<file path="src/rtl/fifo_param.sv">
// Parameterised single-clock FIFO with status flags, sticky error and selectable read mode.
// FWFT=0 registers the head word on a read; FWFT=1 presents the head word combinationally.
module fifo_param #(
  parameter int MEM_SIZE  = 8,
  parameter int WORD_SIZE = 6,
  parameter int PTR_L     = 3,
  parameter int FWFT      = 0
) (
  input  logic                 clk,
  input  logic                 reset,
  input  logic                 fifo_wr,
  input  logic                 fifo_rd,
  input  logic [WORD_SIZE-1:0] fifo_data_in,
  input  logic [PTR_L:0]       full_threshold,
  input  logic [PTR_L:0]       empty_threshold,
  input  logic                 err_clear,
  output logic [WORD_SIZE-1:0] fifo_data_out,
  output logic                 fifo_valid,
  output logic [PTR_L:0]       fifo_count,
  output logic                 fifo_full,
  output logic                 fifo_empty,
  output logic                 almost_full,
  output logic                 almost_empty,
  output logic                 overflow,
  output logic                 underflow,
  output logic                 error
);

  localparam logic [PTR_L:0] DEPTH = (PTR_L+1)'(MEM_SIZE);

  logic [WORD_SIZE-1:0] mem_q [MEM_SIZE];
  logic [PTR_L-1:0]     wr_ptr_q, wr_ptr_d;
  logic [PTR_L-1:0]     rd_ptr_q, rd_ptr_d;
  logic [PTR_L:0]       count_q, count_d;
  logic                 ovf_q, ovf_d;
  logic                 udf_q, udf_d;
  logic                 err_q, err_d;
  logic                 rd_acc, wr_acc;

  // A write into a full FIFO is still accepted when a read frees a slot in the same cycle.
  assign rd_acc = fifo_rd && (count_q != '0);
  assign wr_acc = fifo_wr && ((count_q != DEPTH) || rd_acc);

  always_comb begin
    wr_ptr_d = wr_ptr_q;
    rd_ptr_d = rd_ptr_q;
    count_d  = count_q;
    if (wr_acc) wr_ptr_d = wr_ptr_q + 1'b1;
    if (rd_acc) rd_ptr_d = rd_ptr_q + 1'b1;
    case ({wr_acc, rd_acc})
      2'b10:   count_d = count_q + 1'b1;
      2'b01:   count_d = count_q - 1'b1;
      default: count_d = count_q;
    endcase
    ovf_d = fifo_wr && !wr_acc;
    udf_d = fifo_rd && (count_q == '0);
    // A new violation outranks a same-cycle clear.
    if (ovf_d || udf_d)  err_d = 1'b1;
    else if (err_clear)  err_d = 1'b0;
    else                 err_d = err_q;
  end

  always_ff @(posedge clk) begin
    if (reset) begin
      wr_ptr_q <= '0;
      rd_ptr_q <= '0;
      count_q  <= '0;
      ovf_q    <= 1'b0;
      udf_q    <= 1'b0;
      err_q    <= 1'b0;
    end else begin
      wr_ptr_q <= wr_ptr_d;
      rd_ptr_q <= rd_ptr_d;
      count_q  <= count_d;
      ovf_q    <= ovf_d;
      udf_q    <= udf_d;
      err_q    <= err_d;
    end
  end

  always_ff @(posedge clk) begin
    if (!reset && wr_acc) mem_q[wr_ptr_q] <= fifo_data_in;
  end

  generate
    if (FWFT != 0) begin : g_fwft
      assign fifo_data_out = (count_q != '0) ? mem_q[rd_ptr_q] : '0;
      assign fifo_valid    = (count_q != '0);
    end else begin : g_reg
      logic [WORD_SIZE-1:0] dout_q, dout_d;
      logic                 vld_q;

      always_comb begin
        dout_d = dout_q;
        if (rd_acc) dout_d = mem_q[rd_ptr_q];
      end

      always_ff @(posedge clk) begin
        if (reset) begin
          dout_q <= '0;
          vld_q  <= 1'b0;
        end else begin
          dout_q <= dout_d;
          vld_q  <= rd_acc;
        end
      end

      assign fifo_data_out = dout_q;
      assign fifo_valid    = vld_q;
    end
  endgenerate

  assign fifo_count   = count_q;
  assign fifo_full    = (count_q == DEPTH);
  assign fifo_empty   = (count_q == '0);
  assign almost_full  = (full_threshold != '0) && (count_q >= full_threshold);
  assign almost_empty = (count_q <= empty_threshold);
  assign overflow     = ovf_q;
  assign underflow    = udf_q;
  assign error        = err_q;

endmodule
</file>
<file path="config.mk">
export PLATFORM = sky130hd
export DESIGN_NAME = fifo_param
export DESIGN_NICKNAME = d
export VERILOG_FILES = /design/src/rtl/fifo_param.sv
export SDC_FILE = /design/constraint.sdc
export NUM_CORES = 1
export LEC_CHECK = 0
export CELL_PAD_IN_SITES_DETAIL_PLACEMENT = 0
export CELL_PAD_IN_SITES_GLOBAL_PLACEMENT = 1
export CORE_ASPECT_RATIO = 1.25
export CORE_UTILIZATION = 55
export CTS_CLUSTER_DIAMETER = 50
export CTS_CLUSTER_SIZE = 16
export DETAILED_ROUTE_END_ITERATION = 8
export DONT_BUFFER_PORTS = 1
export GPL_TIMING_DRIVEN = 0
export PLACE_DENSITY_LB_ADDON = 0.08
export SLEW_MARGIN = 20
export SYNTH_ARGS = -nofsm -noshare
export SYNTH_HDL_FRONTEND = slang
export SYNTH_SLANG_ARGS = --single-unit
</file>
<file path="constraint.sdc">
create_clock -name clk -period 4.41 [get_ports clk]
set_input_delay 1.323 -clock clk [delete_from_list [all_inputs] [get_ports clk]]
set_output_delay 1.323 -clock clk [all_outputs]
set_load 0.1 [all_outputs]
</file>
Word-level counts from Yosys, hierarchy flattened
Memory sizes are Yosys's and may differ from the RTL's. A register that Yosys moved wholly into a read port is not among the register bits. Cells that the tools add are included.

Register bits: 14. Memories kept: 1. Word-level logic and storage cells: 38. Bits of input ports: 19. RAM bits: 48. Output and inout port bits: 18.

Memory list: mem_q (depth 8, width 6, read ports 1, clocked after memory_dff 1, wr ports 1, line 31) `logic [WORD_SIZE-1:0] mem_q [MEM_SIZE];`.

Eq/ne operators: 4. Multiplexer cells: 5. Reductions and logical operators: 15. $add $sub $neg: 4. Magnitude comparators: 2.

Operator list (number): $pmux 4 s2 (1); $reduce_bool 4->1 (2); $add 3x1->3 const B (2); $logic_and 1x1->1 (6); $add 4x1->4 const B (1); $eq 4x4->1 const B (1); $ge 4x4->1 (1); $le 4x4->1 (1); $logic_not 4->1 (1); $mux 1 (4); $ne 4x4->1 const B (1); $reduce_bool 2->1 (2); $sub 4x1->4 const B (1); $eq 2x1->1 const B (1); $eq 2x2->1 const B (1); $logic_not 1->1 (2); $logic_or 1x1->1 (2).

Depth between registers and ports, before layout
Gate-level depths: netlist of run 1.

Depth in word-level cells: 8. Gate-level depth with buffers: 10. Depth with buffers taken out: 9.

Least setup slack after synthesis of run 1
Ideal clock, no wire load.

Kind: register to output. Start: register count_q[0] (netlist: fifo_count[0]). End: output fifo_empty. Stages on the path, launching flop included: 3. Data required time: 3.087 ns. Data arrival time: 3.935 ns. Slack: -0.848 ns. Path through: dfxtp_1 -> buf_6 -> nor4_1.

Longest elaborated chain between the ends: 1.

RTL lines: start: declaration (line 34) `logic [PTR_L:0] count_q, count_d;`; start signal: assignment (line 74) `count_q <= count_d;`; $logic_not 4->1 (line 115) `assign fifo_empty = (count_q == '0);`; end: declaration (line 21) `output logic fifo_empty,`.

No other way between the ends.

Worst setup path after layout of run 1
Start: input empty_threshold[1]. End: output almost_empty.

Longest elaborated chain between the ends: 1.

RTL lines: start: declaration (line 15) `input logic [PTR_L:0] empty_threshold,`; $le 4x4->1 (line 117) `assign almost_empty = (count_q <= empty_threshold);`; end: declaration (line 23) `output logic almost_empty,`.

No other way between the ends.

==> results of run 1 <==
## layout by cell type, fill, tap and decap left out, drive strengths merged
cell type  count
a2bb2o         1
buf            4
nor4           4
xor2           2
o41a           1
bufinv         1
nand2         12
edfxtp        48
mux2i          7
a211oi         7
o21a           1
a21oi          8
o311ai         1
a31oi          1
a41o           1
fa             1
nand3          1
nor2b          1
ha            12
nor2          26
nor3           1
nand2b         6
or2b           1
dfxtp         20
mux4          12
inv           10
xnor2          5
a21o           2
clkinvlp       1
nand3b         1
clkinv         3
or4b           1
o21ai          2
clkbuf        16
## critical path: stages
cell,delay [ps]
inv_1,30
ha_1,300
nor2b_1,140
o21ai_0,150
nand2b_1,70
a21oi_1,140
a41o_1,730
## worst max-delay path by stage
stage / start / cells past startpoint / to
2_1_floorplan: empty_threshold[1] / 7 / almost_empty
3_3_place_gp: empty_threshold[1] / 7 / almost_empty
3_5_place_dp: empty_threshold[1] / 7 / almost_empty
4_1_cts: empty_threshold[1] / 7 / almost_empty
5_1_grt: fifo_count[0]$_SDFFE_PP0P_ / 8 / almost_full
6_report: empty_threshold[1] / 7 / almost_empty
## sequential cells by signal, summed over array words and instances (netlist names)
register,flops
fifo_data_out,6
fifo_count,4
error,1
wr_ptr_q,3
fifo_valid,1
mem_q,48
underflow,1
rd_ptr_q,3
overflow,1
## routing by layer
layer / part of all wire (%) / wire length (µm) / global-route usage, %
met1: 38 / 2040 / 22.0
met2: 55 / 2970 / 37.6
met3: 4.6 / 251 / 6.97
met4: 2.6 / 140 / 11.0
met5: 0 / 0 / 0
## power breakdown
part | internal [mW] | switching [mW]
combinational | 0.267 | 0.403
sequential | 0.749 | 0.410
clock | 0.258 | 0.225
total | 1.27 | 1.04
## synthesized netlist by cell type, types with 2 or more instances
master    number
nand2b_1       6
inv_1         10
a21oi_1        8
edfxtp_1      48
xnor2_1        5
nor4_1         4
mux2i_1        7
o21ai_0        2
clkbuf_1       5
a21o_1         2
mux4_2        12
ha_1          12
dfxtp_1       20
nand2_1       12
nor2_1        26
a211oi_1       7
xor2_1         2
## cells by family after synthesis
logic type | Yosys count
flops | 68
simple gates | 54
buf+inv | 18
compound gates | 25
mux | 19
xor+xnor | 7
fa+ha+maj | 13
## layout make-up
cell class | count | share of cell area (%)
flip-flops and latches | 68 | 56.8
multi-input cells | 118 | 32.2
clock buffers | 11 | 4.04
well taps | 62 | 2.39
clock inverters | 5 | 1.62
plain buffers | 8 | 1.27
inverters | 10 | 1.16
repair buffers | 1 | 0.462
## timing repair
item,4_1_cts,5_1_grt
endpoints found under the setup margin,1,0
resized for setup,1,0
hold endpoints to repair,0,0
==> reports/qor.yml, run 1 <==
cells_and_area:
  multi_input_area_um2: 1050
  fin_cells: 283
  area.growth.synth_to_final_pct: 10.8
  antenna_cells: 0
  drive_above_1_share_pct: 18.1
  utilization_pct: 63.5
  fillers: 389
  seqCellArea_um2: 1850
  design_area_um2: 3250
  nets: 248
synthesis:
  syn_inst: 204
  synth_seq_cells: 68
  synth-simple-area-share_pct: 8.53
  synth.area.mux_share_pct: 11.6
  syn_nets: 236
  mappedNetlistArea_um2: 2930
  synth_top_family_by_area: "multiplexers"
  yosysTopAreaCell: "edfxtp_1"
  seq_area_frac_synth_pct: 62.8
  synthTopCellsByArea: "edfxtp_1 (49%), dfxtp_1 (14%), mux4_2 (9.2%)"
  ys.flop_type: "edfxtp_1"
  avgSynthCellArea_um2: 14.4
  synth_fa_ha_area_share_pct: 5.80
  synth_edf_count: 48
  synth_top_cell_area_share_pct: 49.1
  yosysUniqueCellTypes: 33
  async_flop_share_pct: 0
  yosys_warnings: 0
  synth_xor_area_share_pct: 2.09
  synth_compound_area_share_pct: 6.48
critical_path:
  worst-path-max-fanout: 2
  critPathLaunchType: "primary input"
  cp_data_required_time_ps: 3090
  r2r_slack_ps: 1470
  cp.arrival_ps: 2880
  r2r-end: "fifo_count[3]$_SDFFE_PP0P_"
  r2r_start: "fifo_count[0]$_SDFFE_PP0P_"
  crit_path_end_kind: "primary output"
  crit_type: "in -> out"
  worst-r2r-cell-count: 10
cts:
  cts.root.buffer_cell: "clkbuf_8"
  cts.sinks: 68
  ctsHtreeMaxLevel: 3
  post_cts_buffers: 0
  path_clk_slew_ps: 70
  worst_skew_pair.late_latency_ps: 340
  cts_tree: "yes"
  clk_path_buf_depth: 2
  cts_buffers: 9
  hold_buffers: 0
drt:
  wl_per_cell_um: 19.1
  postRouteAntennaNets: 0
  vias_per_cell: 5.88
  vias: 1665
  drc: 0
  first_pass_iters: 4
  drt_iter0_drc: 45
  wl_um: 5410
global_routing:
  grt_pass1_wl_um: 8330
  grt_overflow: 0
  grt.total_usage_pct: 21.5
  grt_max_degree: 12
  grt_pass1_vias: 1740
  antenna_found_initial: 0
timing:
  fin_crit_sh_pct: 95.3
  fmax_mhz: 238
  hold_slack_ps: 528
  worst_pin_slew_ps: 989
  fin_tns_setup_ps: 0
  fin_ws_ps: 206
  setup_viol: 0
  slew_headroom_pct: 34.0
  min_period_ps: 4200
  finalClockSkew_ps: 5.46
  slew_viol_final: 0
  finalHoldViolCount: 0
  rsz0062_at_grt: "false"
status:
  status: "finished clean"
die:
  die_area_um2: 5630
  initial_core_util_pct: 57.3
  die_w_um: 67.3
  core_um2: 5120
  row_count: 29
  die_h_um: 83.6
  io_pins: 37
power:
  p_leak_nw: 1.14
  finalPower_mw: 2.31
  irDropWorstVdd_mv: 0.376
  powerDensity_nw_per_um2: 712
hold_path:
  min_from: "wr_ptr_q[0]$_SDFFE_PP0P_"
  whs_path_depth: 2
  hold_end: "wr_ptr_q[0]$_SDFFE_PP0P_"
  holdCritPathClass: "reg -> reg"
place:
  pre_cts_ws_ps: 186
  dp_hpwl_um: 3880
  port_buffers: 0
  dp.cells: 267
  gp_congestion: 0.720
  placed_area_um2: 3060
job:
  max_cap_violations: 0
No activity file was read; power rests on OpenSTA's default activity.
==> run 2, diff against run 1 <==
--- a/config.mk
+++ b/config.mk
@@ -5,10 +5,11 @@
 export SDC_FILE = /design/constraint.sdc
 export NUM_CORES = 1
 export LEC_CHECK = 0
+export ABC_AREA = 1
 export CELL_PAD_IN_SITES_DETAIL_PLACEMENT = 0
 export CELL_PAD_IN_SITES_GLOBAL_PLACEMENT = 1
 export CORE_ASPECT_RATIO = 1.25
-export CORE_UTILIZATION = 55
+export CORE_UTILIZATION = 52
 export CTS_CLUSTER_DIAMETER = 50
 export CTS_CLUSTER_SIZE = 16
 export DETAILED_ROUTE_END_ITERATION = 8
==> run 2 against run 1 <==
Synthesized area grew 7.6%. Critical path type unchanged. Synthesized cell count grew 57%. Largest cell class unchanged. Hold slack lost 2.0 ps. Sequential cell count is the same. Highest routed layer unchanged. Sequential share of layout area shrank 3.5 points. Via count grew 28%. Sequential power shrank 4%.
==> reports/qor.yml, run 2 <==
status:
  status: "finished clean"
place:
  placed_area_um2: 3250
  gp_congestion: 0.737
  dp.cells: 387
  dp_hpwl_um: 4460
  port_buffers: 0
power:
  p_leak_nw: 1.44
  finalPower_mw: 2.46
  powerDensity_nw_per_um2: 709
  irDropWorstVdd_mv: 0.502
cells_and_area:
  area.growth.synth_to_final_pct: 9.75
  final_cell_mix: "nand2_1 (79), edfxtp_1 (48), nand3_1 (36)"
  fillers: 508
  drive_above_1_share_pct: 12.8
  antenna_cells: 0
  seqCellArea_um2: 1850
  fin_cells: 403
  largest_reg_flops: 48
  layout_commonest_cell: "nand2_1"
  nets: 364
  regMostFlops: "mem_q"
  multi_input_area_um2: 1090
  design_area_um2: 3460
critical_path:
  worst-r2r-cell-count: 6
  r2r_start: "fifo_count[2]$_SDFFE_PP0P_"
  cp_data_required_time_ps: 3090
  r2r-end: "mem_q[5][0]$_DFFE_PP_"
  cp.arrival_ps: 2590
  r2r_slack_ps: 2160
  crit_path_end_kind: "primary output"
  worst-path-max-fanout: 2
  critPathLaunchType: "primary input"
  crit_type: "in -> out"
synthesis:
  yosysMostFrequentCell: "nand2_1"
  synthTopCellsByCount: "nand2_1 (79), edfxtp_1 (48), nand3_1 (36), inv_1 (35)"
  syn_inst: 321
  synth_edf_count: 48
  syn_nets: 353
  async_flop_share_pct: 0
  mappedNetlistArea_um2: 3160
  yosysTopAreaCell: "edfxtp_1"
  synthTopCellsByArea: "edfxtp_1 (46%), dfxtp_1 (13%), nand2_1 (9.4%)"
  seq_area_frac_synth_pct: 58.3
  synth_top_cell_area_share_pct: 45.7
  synth_seq_cells: 68
  ys.flop_type: "edfxtp_1"
  yosys_warnings: 0
  yosysUniqueCellTypes: 32
  avgSynthCellArea_um2: 9.83
die:
  io_pins: 37
  die_area_um2: 6390
  die_w_um: 71.7
  row_count: 31
  initial_core_util_pct: 54.3
  core_um2: 5820
  die_h_um: 89.1
cts:
  ctsHtreeMaxLevel: 3
  clk_path_buf_depth: 2
  worst_skew_pair.late_latency_ps: 340
  cts_buffers: 9
  path_clk_slew_ps: 70
  cts.sinks: 68
  cts.root.buffer_cell: "clkbuf_8"
  hold_buffers: 0
  cts_tree: "yes"
drt:
  drc: 0
  wl_um: 6260
  wl_per_cell_um: 15.5
  vias_per_cell: 5.30
  drt_iter0_drc: 130
  postRouteAntennaNets: 0
  vias: 2134
  first_pass_iters: 4
timing:
  worst_pin_slew_ps: 1070
  finalClockSkew_ps: 7.67
  fmax_mhz: 255
  setup_viol: 0
  fin_crit_sh_pct: 88.8
  finalHoldViolCount: 0
  slew_headroom_pct: 28.4
  rsz0062_at_grt: "false"
  slew_viol_final: 0
  min_period_ps: 3920
hold_path:
  min_from: "wr_ptr_q[2]$_SDFFE_PP0P_"
  holdCritPathClass: "reg -> reg"
  hold_end: "wr_ptr_q[2]$_SDFFE_PP0P_"
  whs_path_depth: 2
global_routing:
  grt_max_degree: 12
  grt.total_usage_pct: 21.8
  grt_pass1_wl_um: 9920
  grt_overflow: 0
  grt_pass1_vias: 1939
  antenna_found_initial: 0
job:
  max_cap_violations: 0
-- run 2: cell count changes after synthesis, moves of 5 or more --
cell      delta
mux4_2      -12
nor2_1       -6
o21ai_0      +9
nand3_1     +35
nand2_1     +67
inv_1       +25
nand2b_1     -6
a211oi_1     -7
a21oi_1     +10
xnor2_1      -5
mux2i_1      -7
-- run 2: how the worst max path moves through the flow --
stage                          startpoint  cells past startpoint  slack (ps)            to
6_report                full_threshold[1]                      8         490   almost_full
5_1_grt                 full_threshold[1]                      8         420   almost_full
4_1_cts        fifo_count[0]$_SDFFE_PP0P_                      4          90  almost_empty
3_5_place_dp   fifo_count[0]$_SDFFE_PP0P_                      4         460  almost_empty
3_3_place_gp   fifo_count[0]$_SDFFE_PP0P_                      4         -80  almost_empty
2_1_floorplan          empty_threshold[3]                      4          40  almost_empty
-- run 2: timing repair --
| action | CTS | global route |
|---|---|---|
| buffers inserted | 0 | 0 |
| setup endpoints to repair | 0 | 1 |
| gates resized for setup | 0 | 1 |
-- run 2: per-stage QoR --
stage          utilization, %  hold WS (ps)  setup WS (ps)  setup TNS, ps
2_1_floorplan               -           493           43.5              0
3_3_place_gp             55.7           516          -83.3          -83.3
3_5_place_dp             55.8           516            459              0
4_1_cts                  59.5           525           89.5              0
5_1_grt                  59.5           575            421              0
6_report                 59.5           526            492              0
-- run 2: final cells by class --
cell class	instances	share of cell area, %
Multi-Input combinational cell	203	31.3
Buffer	10	2.31
Inverter	40	4.41
Sequential cell	68	53.3
Clock buffer	11	4.08
Tap cell	66	2.38
Clock inverter	5	2.17
-- run 2: where the power goes --
group / switching, mW / total, mW / leakage, nW / internal, mW
Combinational: 0.554 / 0.779 / 0.734 / 0.225
Sequential: 0.366 / 1.11 / 0.599 / 0.749
Clock: 0.231 / 0.562 / 0.105 / 0.330
-- run 2: per-layer routing --
metal	up-vias	routed length [µm]	GRT usage (%)
li1	1090	-	-
met4	0	148	10.3
met2	55	3010	35.2
met5	-	0	0
met3	11	313	6.09
met1	978	2780	27.3
-- run 2: cell families (layout without fill, tap and decap cells) --
kind of cell / count (synthesis) / in the layout / synth area share [%]
AO/OA/AOI/OAI: 36 / 36 / 5.95
XOR/XNOR: 2 / 2 / 0.555
adder cells (fa/ha/maj): 13 / 13 / 5.39
buffers and inverters: 50 / 66 / 7.37
flip-flops: 68 / 68 / 58.3
AND/OR/NAND/NOR: 152 / 152 / 22.4
-- run 2: critical path: stages --
cell and delay (ps):
inv_1 20, ha_1 280, inv_1 40, o21bai_1 110, nand3_1 80, nand3_1 70, o41ai_1 60, inv_1 600
